## config.mk

```make
export PLATFORM = sky130hd
export DESIGN_NAME = kvs_port_arbiter
export DESIGN_NICKNAME = d
export VERILOG_FILES = /design/src/rtl/kvs_pkg.sv /design/src/rtl/kvs_tag_fifo.sv /design/src/rtl/kvs_port_arbiter.sv
export SDC_FILE = /design/constraint.sdc
export NUM_CORES = 1
export LEC_CHECK = 0
export CORE_MARGIN = 4
export CORE_UTILIZATION = 47
export CTS_CLUSTER_SIZE = 30
export DETAILED_ROUTE_END_ITERATION = 10
export PLACE_DENSITY_LB_ADDON = 0.15
export SETUP_SLACK_MARGIN = 0.1
export SLEW_MARGIN = 20
export SYNTH_ARGS = -nofsm -noshare
export SYNTH_HDL_FRONTEND = slang
export SYNTH_HIERARCHICAL = 1
export SYNTH_SLANG_ARGS = --single-unit
```

## constraint.sdc

```tcl
create_clock -name clk -period 8.31 [get_ports clk]
set_input_delay 0.831 -clock clk [delete_from_list [all_inputs] [get_ports clk]]
set_output_delay 0.831 -clock clk [all_outputs]
set_load 0.02 [all_outputs]
```

## src/rtl/kvs_pkg.sv

```systemverilog
// Shared constants for the KVS lookup-port arbiter: default key/flag widths
// and the requester index encoding stored in the tag FIFO.
package kvs_pkg;

   localparam int KVS_KEY_SIZE  = 96;
   localparam int KVS_FLAG_SIZE = 4;

   localparam logic PORT_ETH0 = 1'b0;
   localparam logic PORT_ETH1 = 1'b1;

endpackage

```

## src/rtl/kvs_tag_fifo.sv

```systemverilog
// In-order 1-bit tag FIFO recording which requester issued each outstanding
// lookup. Synchronous, head look-ahead, occupancy exported.
module kvs_tag_fifo #(
   parameter int DEPTH = 16,
   parameter int AW    = 4
) (
   input  logic        clk,
   input  logic        rst,
   input  logic        push,
   input  logic        push_data,
   input  logic        pop,
   output logic        head,
   output logic        full,
   output logic        empty,
   output logic [AW:0] occ
);

   localparam logic [AW:0] OCC_FULL = (AW+1)'(DEPTH);

   logic [DEPTH-1:0] mem_q, mem_d;
   logic [AW-1:0]    wr_ptr_q, wr_ptr_d;
   logic [AW-1:0]    rd_ptr_q, rd_ptr_d;
   logic [AW:0]      occ_q, occ_d;
   logic             push_eff, pop_eff;

   assign full  = (occ_q == OCC_FULL);
   assign empty = (occ_q == '0);
   assign occ   = occ_q;
   assign head  = mem_q[rd_ptr_q];

   always_comb begin
      push_eff = push & ~full;
      pop_eff  = pop & ~empty;
      mem_d    = mem_q;
      wr_ptr_d = wr_ptr_q;
      rd_ptr_d = rd_ptr_q;
      occ_d    = occ_q;
      if (push_eff) begin
         mem_d[wr_ptr_q] = push_data;
         wr_ptr_d        = wr_ptr_q + 1'b1;
      end
      if (pop_eff) begin
         rd_ptr_d = rd_ptr_q + 1'b1;
      end
      // Simultaneous push and pop leaves the occupancy unchanged.
      case ({push_eff, pop_eff})
         2'b10:   occ_d = occ_q + 1'b1;
         2'b01:   occ_d = occ_q - 1'b1;
         default: occ_d = occ_q;
      endcase
   end

   always_ff @(posedge clk) begin
      if (rst) begin
         mem_q    <= '0;
         wr_ptr_q <= '0;
         rd_ptr_q <= '0;
         occ_q    <= '0;
      end else begin
         mem_q    <= mem_d;
         wr_ptr_q <= wr_ptr_d;
         rd_ptr_q <= rd_ptr_d;
         occ_q    <= occ_d;
      end
   end

endmodule

```

## src/rtl/kvs_port_arbiter.sv

```systemverilog
// Shares the single db_top KVS lookup port between ETH0 and ETH1 with
// round-robin grants and in-order result steering. Optional counters: KVS_ARB_STATS_EN.
module kvs_port_arbiter
   import kvs_pkg::*;
#(
   parameter int KEY_SIZE  = KVS_KEY_SIZE,
   parameter int FLAG_SIZE = KVS_FLAG_SIZE,
   parameter int TAG_DEPTH = 16,
   parameter int TAG_AW    = 4
) (
   input  logic                 clk,
   input  logic                 rst,
   input  logic [KEY_SIZE-1:0]  s0_key,
   input  logic [FLAG_SIZE-1:0] s0_flag,
   input  logic                 s0_valid,
   output logic                 s0_ready,
   output logic                 s0_resp_valid,
   output logic [FLAG_SIZE-1:0] s0_resp_flag,
   input  logic [KEY_SIZE-1:0]  s1_key,
   input  logic [FLAG_SIZE-1:0] s1_flag,
   input  logic                 s1_valid,
   output logic                 s1_ready,
   output logic                 s1_resp_valid,
   output logic [FLAG_SIZE-1:0] s1_resp_flag,
   output logic [KEY_SIZE-1:0]  m_key,
   output logic [FLAG_SIZE-1:0] m_flag,
   output logic                 m_valid,
   input  logic                 m_resp_valid,
   input  logic [FLAG_SIZE-1:0] m_resp_flag
`ifdef KVS_ARB_STATS_EN
   ,
   output logic [31:0]          grant_cnt0,
   output logic [31:0]          grant_cnt1,
   output logic [31:0]          orphan_cnt
`endif
);

   localparam logic [TAG_AW:0] OCC_FULL = (TAG_AW+1)'(TAG_DEPTH);

   // Handshake: a request moves when sX_valid & sX_ready; sX_ready is a pure
   // function of valids, last grant and FIFO occupancy (never of m_resp_valid).
   logic                 elig, gnt0, gnt1;
   logic                 last_q, last_d;
   logic                 m_valid_q, m_valid_d;
   logic [KEY_SIZE-1:0]  m_key_q, m_key_d;
   logic [FLAG_SIZE-1:0] m_flag_q, m_flag_d;
   logic                 r0_valid_q, r0_valid_d, r1_valid_q, r1_valid_d;
   logic [FLAG_SIZE-1:0] r0_flag_q, r0_flag_d, r1_flag_q, r1_flag_d;

   logic                 tag_push, tag_push_data, tag_pop, tag_head;
   logic                 tag_full, tag_empty;
   logic [TAG_AW:0]      tag_occ;

   kvs_tag_fifo #(
      .DEPTH (TAG_DEPTH),
      .AW    (TAG_AW)
   ) u_tag_fifo (
      .clk       (clk),
      .rst       (rst),
      .push      (tag_push),
      .push_data (tag_push_data),
      .pop       (tag_pop),
      .head      (tag_head),
      .full      (tag_full),
      .empty     (tag_empty),
      .occ       (tag_occ)
   );

   always_comb begin
      elig = (tag_occ != OCC_FULL) && !rst;
      gnt0 = 1'b0;
      gnt1 = 1'b0;
      // On a tie the requester that did not win last time is served.
      if (elig) begin
         if (s0_valid && (!s1_valid || last_q == PORT_ETH1)) gnt0 = 1'b1;
         else if (s1_valid)                                  gnt1 = 1'b1;
      end

      last_d = last_q;
      if (gnt0)      last_d = PORT_ETH0;
      else if (gnt1) last_d = PORT_ETH1;

      m_valid_d = gnt0 | gnt1;
      m_key_d   = m_key_q;
      m_flag_d  = m_flag_q;
      if (gnt0) begin
         m_key_d  = s0_key;
         m_flag_d = s0_flag;
      end else if (gnt1) begin
         m_key_d  = s1_key;
         m_flag_d = s1_flag;
      end

      tag_push      = (gnt0 | gnt1) & ~tag_full;
      tag_push_data = gnt1 ? PORT_ETH1 : PORT_ETH0;

      // A response with nothing outstanding is an orphan and is dropped.
      tag_pop    = m_resp_valid & ~tag_empty;
      r0_valid_d = tag_pop && (tag_head == PORT_ETH0);
      r1_valid_d = tag_pop && (tag_head == PORT_ETH1);
      r0_flag_d  = r0_valid_d ? m_resp_flag : r0_flag_q;
      r1_flag_d  = r1_valid_d ? m_resp_flag : r1_flag_q;
   end

   always_ff @(posedge clk) begin
      if (rst) begin
         last_q     <= PORT_ETH1;
         m_valid_q  <= 1'b0;
         m_key_q    <= '0;
         m_flag_q   <= '0;
         r0_valid_q <= 1'b0;
         r1_valid_q <= 1'b0;
         r0_flag_q  <= '0;
         r1_flag_q  <= '0;
      end else begin
         last_q     <= last_d;
         m_valid_q  <= m_valid_d;
         m_key_q    <= m_key_d;
         m_flag_q   <= m_flag_d;
         r0_valid_q <= r0_valid_d;
         r1_valid_q <= r1_valid_d;
         r0_flag_q  <= r0_flag_d;
         r1_flag_q  <= r1_flag_d;
      end
   end

   assign s0_ready      = gnt0;
   assign s1_ready      = gnt1;
   assign m_valid       = m_valid_q;
   assign m_key         = m_key_q;
   assign m_flag        = m_flag_q;
   assign s0_resp_valid = r0_valid_q;
   assign s1_resp_valid = r1_valid_q;
   assign s0_resp_flag  = r0_flag_q;
   assign s1_resp_flag  = r1_flag_q;

`ifdef KVS_ARB_STATS_EN
   logic [31:0] grant_cnt0_q, grant_cnt0_d;
   logic [31:0] grant_cnt1_q, grant_cnt1_d;
   logic [31:0] orphan_cnt_q, orphan_cnt_d;

   always_comb begin
      grant_cnt0_d = grant_cnt0_q + {31'd0, gnt0};
      grant_cnt1_d = grant_cnt1_q + {31'd0, gnt1};
      orphan_cnt_d = orphan_cnt_q + {31'd0, m_resp_valid & tag_empty};
   end

   always_ff @(posedge clk) begin
      if (rst) begin
         grant_cnt0_q <= '0;
         grant_cnt1_q <= '0;
         orphan_cnt_q <= '0;
      end else begin
         grant_cnt0_q <= grant_cnt0_d;
         grant_cnt1_q <= grant_cnt1_d;
         orphan_cnt_q <= orphan_cnt_d;
      end
   end

   assign grant_cnt0 = grant_cnt0_q;
   assign grant_cnt1 = grant_cnt1_q;
   assign orphan_cnt = orphan_cnt_q;
`endif

endmodule

```

==> flow_summary.toml <==
[place]
hpwl_um = 18000
place_ws_ns = 3.55
gp_congestion = 0.870
io_buffers = 321
placed_area_mm2 = 0.0107
dp.cells = 1263

[global_route]
antenna_found_initial = 2
grt_max_degree = 113
grt_pass1_wl_um = 41000
grt_pass1_vias = 7472
grt-ovfl-total = 0
grtUsageTotal = 0.277

[drt]
drt_iter0_markers = 507
final_antenna_net_count = 0
routed_via_density = 6.11
route.detailed.drc = 0
num_vias = 7930
dr.pass1.iters = 6
wl_per_cell_um = 20.6
wirelength_um = 26700

[worst_setup_path]
crit_required_ns = 7.48
cp_top_family = "buffers and inverters"
worstPathArrival_ns = 3.33
slowest_stage = "buf_4"
critical_path.cell_chain = "buf_4 -> buf_4 -> nor2_1 -> clkdlybuf4s50_1"
r2r_cells = 13
start_kind = "input pin"
cp_max_fo = 95
cpPeakStageDelay_ns = 0.87
path_buf_inv = 3
reg2reg_from = "u_tag_fifo/occ[2]$_SDFFE_PP0P_"
r2r-end = "u_tag_fifo/occ[3]$_SDFFE_PP0P_"
cp-end-kind = "output pin"
rrSetupSlack_ns = 4.34
crit_top_cell = "buf_4"
path_class = "in2out"

[clock_tree]
cts_hold_buf = 0
cts_tree = "done"
clk_latency_ns = 0.42
post_cts_buffers = 0
cts_root_buf = "clkbuf_16"
cts_max_level = 4
cts_buffers = 17
clock_path_buffers = 2
cts_resized = 0
clock-sinks = 141
clk_pin_slew_ns = 0.05

[floorplanning]
rows = 46
die-width_um = 136
start_util = 0.485
die_area_mm2 = 0.0186
coreArea_mm2 = 0.0160
ios = 322
die_h_um = 136

[final_layout]
area_growth_pct = 46.5
regArea_mm2 = 0.00283
final_nets = 1287
final_cell_count_no_fill = 1297
drive_above_1_share = 0.0620
stdcell_area_mm2 = 0.0114
multi_input_comb_area_mm2 = 0.00435
fillers = 1270

[power_and_ir_drop]
p_leak_nw = 3.90
pwr_density_cell_mw_per_mm2 = 201
ir_drop_uv = 160

[timing]
whs_ns = 0.470
slew_viol_final = 0
fin_tns_setup_ns = 0
hold_violations = 0
fin_skew_ns = 0.00682
finalCriticalPeriod_ns = 4.16
max_freq_mhz = 241
slew_headroom = 0.335
setup_viol = 0
worstMarginPinSlew_ns = 0.998
setup_ws_ns = 4.15
rsz0062_at_grt = "no"
fin_crit_sh = 0.500

[worst_hold_path]
hp-class = "reg2reg"
min_to = "u_tag_fifo/mem_q[0]$_SDFFE_PP0P_"
hp-start = "u_tag_fifo/mem_q[0]$_SDFFE_PP0P_"
whs_path_depth = 2

[yosys]
syn-num-nets = 1039
ys_warn_count = 6
ys_async_sr_fraction = 0
synth.most_common_cell = "dfxtp_1"
synth_top_area_frac = 0.364
syn_inst = 820
synth-edff-count = 0
synth_flop_cell = "dfxtp_1"
netlist_area_mm2 = 0.00775
avgSynthCellArea_um2 = 9.46
synth_common_cells = "dfxtp_1, nor3_1, a211oi_1"
yosysSeqAreaShare = 0.364
yosys_register_bits = 141
ys_types = 51
synth.largest_area_cell = "dfxtp_1"
netlist_top_cells_area = "dfxtp_1, o221a_1, a211oi_1"

[flow_run]
cap_violations = 0

[outcome]
outcome = "finished clean"
## power by group
group          total (mW)  switching, mW  internal [mW]
registers           0.803         0.0617          0.741
clock network       0.725          0.280          0.445
logic               0.752          0.425          0.328
## layout by cell type (no fill, tap or decap), types with 4 or more instances in the layout
cell             count
clkinv_2             5
nor2_1              35
nand2b_1             4
ha_1                 9
clkbuf_16           17
buf_4               10
a211oi_1           101
clkbuf_1             5
clkdlybuf4s50_1    318
nand3_1             13
o221a_1             89
o221a_2             11
dfxtp_1            139
mux4_2               5
mux2i_1             11
nand4_1              4
nor3b_1            100
nand2_1              6
o31ai_1             10
nor2b_1              4
nor3_1             101
xor2_1               5
inv_1               10
a21oi_1             24
## flip-flops by register name (all words and copies together) (netlist names)
name	count
s1_resp_valid	1
m_key	96
m_valid	1
m_flag	4
u_tag_fifo/occ	5
s0_resp_valid	1
u_tag_fifo/rd_ptr_q	4
last_q	1
u_tag_fifo/wr_ptr_q	4
u_tag_fifo/mem_q	16
s1_resp_flag	4
s0_resp_flag	4
## metal layers
layer  vias to the layer above  global-route usage  wire length (um)
met4                         2              0.0974               740
met1                      3734               0.338             10400
met3                        50              0.0792              2560
met2                       397               0.465             13100
li1                       3747                   -                 -
met5                         -                   0                 7
## area by class of cell
type	instances	area share
Clock inverter	8	0.00815
Sequential cell	141	0.249
Clock buffer	23	0.0403
Inverter	10	0.00330
Timing Repair Buffer	331	0.293
Tap cell	216	0.0238
Multi-Input combinational cell	567	0.383
Antenna cell	1	0.000220
## logic make-up (layout without fill, tap and decap cells)
| group | count (synthesis) | in the layout | synth area share |
|---|---|---|---|
| xor+xnor | 8 | 8 | 0.00904 |
| other cells | 0 | 1 | 0 |
| buf+inv | 112 | 372 | 0.0773 |
| simple gates | 280 | 280 | 0.215 |
| flops | 141 | 141 | 0.364 |
| mux | 17 | 17 | 0.0302 |
| fa+ha+maj | 10 | 10 | 0.0171 |
| compound gates | 252 | 252 | 0.287 |
## per-stage QoR
stage	power [mW]	util
2_1_floorplan	1.27	-
3_3_place_gp	1.55	0.672
3_5_place_dp	1.56	0.672
4_1_cts	2.29	0.706
5_1_grt	2.39	0.710
6_report	2.28	0.710
## worst reg2reg max path, stage by stage, from the launching register on
cell     delay (ns)
dfxtp_4        0.34
buf_6          0.62
or4_1          0.47
nor2_8         0.10
nor3_1         0.41
inv_1          0.12
a21oi_1        0.31
inv_1          0.09
ha_1           0.26
ha_1           0.30
a21o_1         0.18
a21oi_1        0.19
nor4_1         0.07
or3_1          0.40
## worst max-delay path by stage
| stage | start | end | slack (ns) | cells after the start |
|---|---|---|---|---|
| floorplan | s1_valid | u_tag_fifo/occ[4]$_SDFFE_PP0P_ | 4.88 | 13 |
| global placement | s1_valid | s1_ready | 3.57 | 4 |
| detailed placement | s1_valid | s1_ready | 3.55 | 4 |
| CTS | s1_valid | s1_ready | 3.54 | 4 |
| global route | rst | u_tag_fifo/occ[4]$_SDFFE_PP0P_ | 3.97 | 13 |
| finish | rst | s1_ready | 4.15 | 4 |
(Power assumes the default switching activity.)
